File: config.mk
export PLATFORM = sky130hd
export DESIGN_NAME = core_ahbl_arbiter
export DESIGN_NICKNAME = d
export VERILOG_FILES = /design/src/rtl/core_ahbl_arbiter_pkg.sv /design/src/rtl/core_ahbl_arb_sel.sv /design/src/rtl/core_ahbl_arbiter.sv
export SDC_FILE = /design/constraint.sdc
export NUM_CORES = 1
export LEC_CHECK = 0
export CORE_AREA = 3 3 111 113
export CTS_CLUSTER_DIAMETER = 60
export CTS_CLUSTER_SIZE = 16
export DETAILED_ROUTE_END_ITERATION = 12
export DIE_AREA = 0 0 114 116
export PLACE_DENSITY = 0.77
export SLEW_MARGIN = 20
export SYNTH_ARGS = -nofsm -noshare
export SYNTH_HDL_FRONTEND = slang
export SYNTH_HIERARCHICAL = 1
export SYNTH_SLANG_ARGS = --single-unit
export TNS_END_PERCENT = 5
File: constraint.sdc
create_clock -name sys_clk_i -period 8.1 [get_ports sys_clk_i]
set_clock_uncertainty 0.2 [all_clocks]
set_input_delay 2.025 -clock sys_clk_i [delete_from_list [all_inputs] [get_ports sys_clk_i]]
set_output_delay 2.025 -clock sys_clk_i [all_outputs]
set_load 0.03 [all_outputs]
File: src/rtl/core_ahbl_arbiter_pkg.sv
// Shared types, AHB-Lite encodings and byte-enable decode helpers for the
// core-to-AHB-Lite arbiter.
package core_ahbl_arbiter_pkg;

    typedef enum logic [1:0] {
        OWN_NONE  = 2'b00,
        OWN_INSTR = 2'b01,
        OWN_DATA  = 2'b10
    } ahbl_owner_e;

    localparam logic [1:0] HTRANS_IDLE   = 2'b00;
    localparam logic [1:0] HTRANS_NONSEQ = 2'b10;

    localparam logic [2:0] HSIZE_B = 3'b000;
    localparam logic [2:0] HSIZE_H = 3'b001;
    localparam logic [2:0] HSIZE_W = 3'b010;

    localparam logic [3:0] HPROT_DATA  = 4'b0011;
    localparam logic [3:0] HPROT_INSTR = 4'b0010;

    // Only naturally aligned bytes and halfwords shrink the transfer; every
    // other enable pattern goes out as a full word.
    function automatic logic [2:0] be2hsize(input logic [3:0] be);
        case (be)
            4'b0001, 4'b0010, 4'b0100, 4'b1000: return HSIZE_B;
            4'b0011, 4'b1100:                   return HSIZE_H;
            default:                            return HSIZE_W;
        endcase
    endfunction

    function automatic logic [1:0] be2offset(input logic [3:0] be);
        case (be)
            4'b0010:          return 2'd1;
            4'b0100, 4'b1100: return 2'd2;
            4'b1000:          return 2'd3;
            default:          return 2'd0;
        endcase
    endfunction

endpackage

File: src/rtl/core_ahbl_arb_sel.sv
// Winner select between fetch and load/store with a starvation guard that
// forces a fetch grant after STARVE_LIMIT back-to-back data grants.
module core_ahbl_arb_sel #(
    parameter int unsigned STARVE_LIMIT = 4
) (
    input  logic clk_cpu,
    input  logic rstn_cpu,
    input  logic addr_en,
    input  logic instr_req,
    input  logic data_req,
    output logic instr_gnt,
    output logic data_gnt
);

    localparam logic [3:0] LIMIT = 4'(STARVE_LIMIT);

    logic [3:0] starve_cnt;

    always_comb begin
        data_gnt  = addr_en && data_req && (!instr_req || (starve_cnt < LIMIT));
        instr_gnt = addr_en && instr_req && !data_gnt;
    end

    // Frozen whenever no address phase can be issued (wait state, error slot).
    always_ff @(posedge clk_cpu or negedge rstn_cpu) begin
        if (!rstn_cpu) begin
            starve_cnt <= '0;
        end else if (addr_en) begin
            if (!instr_req || instr_gnt) begin
                starve_cnt <= '0;
            end else if (data_gnt && (starve_cnt < LIMIT)) begin
                starve_cnt <= starve_cnt + 4'd1;
            end
        end
    end

endmodule

File: src/rtl/core_ahbl_arbiter.sv
// Shares one AHB-Lite master port between the core fetch and load/store
// req/gnt/rvalid interfaces with a pipelined address/data phase.
module core_ahbl_arbiter
    import core_ahbl_arbiter_pkg::*;
#(
    parameter int unsigned ADDR_WIDTH   = 32,
    parameter int unsigned DATA_WIDTH   = 32,
    parameter int unsigned STARVE_LIMIT = 4
) (
    input  logic                  sys_clk_i,
    input  logic                  sys_rstn_i,

    input  logic                  instr_req_i,
    input  logic [ADDR_WIDTH-1:0] instr_addr_i,
    output logic                  instr_gnt_o,
    output logic                  instr_rvalid_o,
    output logic [DATA_WIDTH-1:0] instr_rdata_o,
    output logic                  instr_err_o,

    input  logic                  data_req_i,
    input  logic                  data_we_i,
    input  logic [3:0]            data_be_i,
    input  logic [ADDR_WIDTH-1:0] data_addr_i,
    input  logic [DATA_WIDTH-1:0] data_wdata_i,
    output logic                  data_gnt_o,
    output logic                  data_rvalid_o,
    output logic [DATA_WIDTH-1:0] data_rdata_o,
    output logic                  data_err_o,

    output logic [ADDR_WIDTH-1:0] haddr_o,
    output logic [1:0]            htrans_o,
    output logic                  hwrite_o,
    output logic [2:0]            hsize_o,
    output logic [2:0]            hburst_o,
    output logic [3:0]            hprot_o,
    output logic                  hmastlock_o,
    output logic [DATA_WIDTH-1:0] hwdata_o,
    input  logic [DATA_WIDTH-1:0] hrdata_i,
    input  logic                  hready_i,
    input  logic                  hresp_i
);

    localparam logic [0:0] ERR_IDLE = 1'b0;
    localparam logic [0:0] ERR_WAIT = 1'b1;

    logic [0:0]            err_state;
    logic                  err1_q;
    logic                  addr_en;
    ahbl_owner_e           dp_owner;
    logic                  dp_we;
    logic [DATA_WIDTH-1:0] wdata_q;

    assign err1_q = (err_state == ERR_WAIT);

    // Gating with the reset pin keeps grants low while reset is held.
    assign addr_en = sys_rstn_i && hready_i && !err1_q;

    core_ahbl_arb_sel #(
        .STARVE_LIMIT (STARVE_LIMIT)
    ) u_sel (
        .clk_cpu   (sys_clk_i),
        .rstn_cpu  (sys_rstn_i),
        .addr_en   (addr_en),
        .instr_req (instr_req_i),
        .data_req  (data_req_i),
        .instr_gnt (instr_gnt_o),
        .data_gnt  (data_gnt_o)
    );

    // Address phase: driven straight from the winner, idle and zero otherwise.
    always_comb begin
        haddr_o  = '0;
        htrans_o = HTRANS_IDLE;
        hwrite_o = 1'b0;
        hsize_o  = HSIZE_B;
        hprot_o  = 4'b0000;
        if (data_gnt_o) begin
            haddr_o  = {data_addr_i[ADDR_WIDTH-1:2], be2offset(data_be_i)};
            htrans_o = HTRANS_NONSEQ;
            hwrite_o = data_we_i;
            hsize_o  = be2hsize(data_be_i);
            hprot_o  = HPROT_DATA;
        end else if (instr_gnt_o) begin
            haddr_o  = {instr_addr_i[ADDR_WIDTH-1:2], 2'b00};
            htrans_o = HTRANS_NONSEQ;
            hsize_o  = HSIZE_W;
            hprot_o  = HPROT_INSTR;
        end
    end

    assign hburst_o    = 3'b000;
    assign hmastlock_o = 1'b0;

    always_ff @(posedge sys_clk_i or negedge sys_rstn_i) begin
        if (!sys_rstn_i) begin
            dp_owner <= OWN_NONE;
            dp_we    <= 1'b0;
            wdata_q  <= '0;
        end else if (hready_i) begin
            if (data_gnt_o) begin
                dp_owner <= OWN_DATA;
                dp_we    <= data_we_i;
                wdata_q  <= data_wdata_i;
            end else if (instr_gnt_o) begin
                dp_owner <= OWN_INSTR;
                dp_we    <= 1'b0;
                wdata_q  <= data_wdata_i;
            end else begin
                dp_owner <= OWN_NONE;
                dp_we    <= 1'b0;
            end
        end
    end

    // First ERROR cycle (hready low) opens a one-slot window with no new grant.
    always_ff @(posedge sys_clk_i or negedge sys_rstn_i) begin
        if (!sys_rstn_i) begin
            err_state <= ERR_IDLE;
        end else begin
            case (err_state)
                ERR_IDLE: if ((dp_owner != OWN_NONE) && hresp_i && !hready_i) err_state <= ERR_WAIT;
                ERR_WAIT: if (hready_i) err_state <= ERR_IDLE;
                default:  err_state <= ERR_IDLE;
            endcase
        end
    end

    assign hwdata_o = ((dp_owner == OWN_DATA) && dp_we) ? wdata_q : '0;

    assign instr_rvalid_o = hready_i && (dp_owner == OWN_INSTR);
    assign instr_rdata_o  = instr_rvalid_o ? hrdata_i : '0;
    assign instr_err_o    = instr_rvalid_o && hresp_i;

    assign data_rvalid_o  = hready_i && (dp_owner == OWN_DATA);
    assign data_rdata_o   = (data_rvalid_o && !dp_we) ? hrdata_i : '0;
    assign data_err_o     = data_rvalid_o && hresp_i;

endmodule

==> flow_metrics.tcl <==
set metrics [dict create \
    run_status "completed" \
    max-slew-margin-rel_pct 33.2 \
    cts-htree-levels 2 \
    drt_drc_violations_left 0 \
    detail_route.iter0.violations 90 \
    ios 287 \
    area_of_the_mapped_netlist_um2 2880 \
    timing.setup.critical_path_class "input pin to primary output" \
    max_clock_freq_ghz 0.138 \
    static-leakage-power_nw 2.44 \
    ys_types 35 \
    cpMostUsedCell "clkdlybuf4s50_1" \
    routed-via-count 3036 \
    gr-usage-all-layers_pct 17.4 \
    cts_inserted_buffers 5 \
    timing_max_transition_violations_final 0 \
    clock_insertion_delay_worst_skew_ns 0.28 \
    gp_congestion 0.754 \
    clock_tree.root_cell "clkbuf_16" \
    initial_utilization_pct 25.2 \
    placeableCoreArea_um2 11400 \
    post_drt_via_cell_ratio 4.39 \
    synthesis.yosys.warnings 6 \
    crit_end "haddr_o[22]" \
    ff2ff_setup_slack_ns 5.42 \
    critPathSlowestCell "clkdlybuf4s50_1" \
    worst_path_cell_chain "clkdlybuf4s50_1, and3_1, nand2_1, a21oi_1, nor2b_2, buf_4, a22o_1, clkdlybuf4s50_1" \
    drt-total-wl_mm 12.4 \
    netlist.top_cell.by_area "dfrtp_1" \
    worst_ep_arrival_time_ns 5.02 \
    timing_worst_slew_pin_value_ns 1.00 \
    drt_pre_antenna_iters 4 \
    layout_cells_sized_above_1_pct 10.3 \
    worstPathMaxFanout 30 \
    cap_viol_max_count 0 \
    postSynthAreaPerCell_um2 10.3 \
    clkSinkCount 40 \
    ys_top_cells_by_area "dfrtp_1 35%, and2_1 22%, mux2_4 16%" \
    setup.worst_path.end_class "primary output" \
    area_of_the_die_um2 13200 \
    final.setup.tns_ns 0 \
    cp.buffers_inverters 3 \
    power.ir.vdd_worst_v 0.0000829 \
    final_critical_period_ns 7.25 \
    startpoint "hready_i" \
    syn2layout_area_growth_pct 102 \
    timing.critical_path.max_delay_family "buffers and inverters" \
    regToRegStartpoint "err1_q$_DFF_PN0_" \
    die_height_um 116 \
    synth_seq_cells 40 \
    post_cts_hold_buffer_count 0 \
    yosys.area.top_type_share_pct 34.8 \
    nNetsFinal 683 \
    grt_pass1_vias 3141 \
    syn-instance-count 280 \
    tritoncts "done" \
    cp_data_required_time_ns 5.88 \
    timing_hold_violations_final 0 \
    grt_start_max_net_pins 44 \
    initial_antenna_violation_count 4 \
    ctsLongestPathBuffers 2 \
    cts_resized 0 \
    worst-r2r-cell-count 8 \
    clkTransAtPathRegs_ns 0.05 \
    fillCellCount 1035 \
    timing.critical_path.depth 8 \
    power_w 0.000706 \
    hold_path.class "flop to flop" \
    remaining_antenna_violation_count 0 \
    post-route-period-util_pct 89.5 \
    overflow_left_after_global_routing 0 \
    place.detailed.hpwl_mm 10.3 \
    cp-start-kind "input pin" \
    postCtsSetupRepairBufs 0 \
    first_pass_grt_wire_length_mm 17.9 \
    rsz_0062_raised_after_global_routing "false" \
    power_density_over_the_cells_nw_per_um2 122 \
    setup_viol_count_final 0 \
    floorplan.rows 39 \
    die_width_um 114 \
    rr_endpoint "wdata_q[14]$_DFFE_PN0P_" \
    port_buffers 274 \
    ys_seq_area_share_pct 34.8 \
    max_stage_delay_ns 0.70 \
    avgRoutedWirePerCell_um 18.0 \
]
==> flip-flops by register name, summed over array words and instances (netlist names) <==
register / flops
dp_owner: 2
dp_we: 1
err1_q: 1
u_sel/starve_cnt: 4
wdata_q: 32
==> worst min path at each step <==
stage	startpoint	to	slack [ns]	cells past startpoint
detailed placement	wdata_q[18]$_DFFE_PN0P_	wdata_q[18]$_DFFE_PN0P_	0.29	1
global placement	wdata_q[16]$_DFFE_PN0P_	wdata_q[16]$_DFFE_PN0P_	0.28	1
floorplan	wdata_q[23]$_DFFE_PN0P_	wdata_q[23]$_DFFE_PN0P_	0.27	1
CTS	wdata_q[18]$_DFFE_PN0P_	wdata_q[18]$_DFFE_PN0P_	0.30	1
global route	wdata_q[20]$_DFFE_PN0P_	wdata_q[20]$_DFFE_PN0P_	0.32	1
finish	wdata_q[19]$_DFFE_PN0P_	wdata_q[19]$_DFFE_PN0P_	0.30	1
==> logic make-up after synthesis <==
kind of cell / synth area share (%)
buffers and inverters: 7.48
flip-flops: 34.8
XOR/XNOR: 0.609
multiplexers: 17.6
AO/OA/AOI/OAI: 11.1
AND/OR/NAND/NOR: 27.8
adder cells (fa/ha/maj): 0.435
other: 0.130
==> cells in the mapped netlist <==
library cell  number
a21o_1             1
a21oi_1            2
a22o_1            28
and2_1            99
and3_1             3
and3b_1            1
and4bb_2           1
buf_12             3
buf_2              7
buf_4             10
clkbuf_1           6
clkbuf_2           3
conb_1             1
dfrtp_1           40
ha_1               1
inv_1              2
mux2_2             5
mux2_4            30
nand2_1           10
nand2_4            1
nand2b_1           2
nand3_1            1
nor2_1             6
nor2_2             1
nor2b_1            2
nor4b_1            1
o21a_1             2
o21ai_0            3
o22ai_1            1
o31ai_2            1
o41ai_1            1
or2_2              1
or2_4              1
or3b_1             1
xnor2_1            2
==> final cells by class <==
class,instances,area [um2],share of cell area [%]
diodes,4,10.0,0.172
inverters,2,7.51,0.129
clock inverters,2,15.0,0.258
well taps,143,179,3.08
clock buffers,6,139,2.39
multi-input cells,216,1690,29.1
flip-flops and latches,40,1000,17.2
repair buffers,278,2770,47.6
==> cell usage in the layout, fill, tap and decap left out, types with 3 or more instances in the layout <==
master and n:
nand2_1 10, clkbuf_16 5, mux2_2 5, a22o_1 28, diode_2 4, dfrtp_1 40
buf_4 4, mux2_4 30, and3_1 3, conb_1 8, o21ai_0 3, and2_1 99
nor2_1 5, clkdlybuf4s50_1 273
==> power by group <==
part / switching (W) / total, W / internal (W)
combinational: 0.0000902 / 0.000240 / 0.000149
clock: 0.0000771 / 0.000199 / 0.000122
sequential: 0.0000227 / 0.000267 / 0.000245
total: 0.000190 / 0.000706 / 0.000516
==> metal layers <==
| metal | part of all wire, % | global-route usage, % |
|---|---|---|
| met5 | 0 | 0 |
| met4 | 2.9 | 6.97 |
| met3 | 6.5 | 4.28 |
| met2 | 55 | 31.9 |
| met1 | 35 | 19.4 |
==> metrics by stage <==
stage               cell area (um2)  cells  setup WS, ns  util, %  hold slack [ns]
floorplan                      2900    287          1.44        -            0.270
finish                         5810    691         0.854     50.9            0.301
global placement               5650    679         0.855     49.5            0.281
detailed placement             5650    679         0.811     49.5            0.285
global route                   5810    691         0.594     50.9            0.316
CTS                            5800    687         0.797     50.8            0.302
Power figures use the tool's default switching activity.
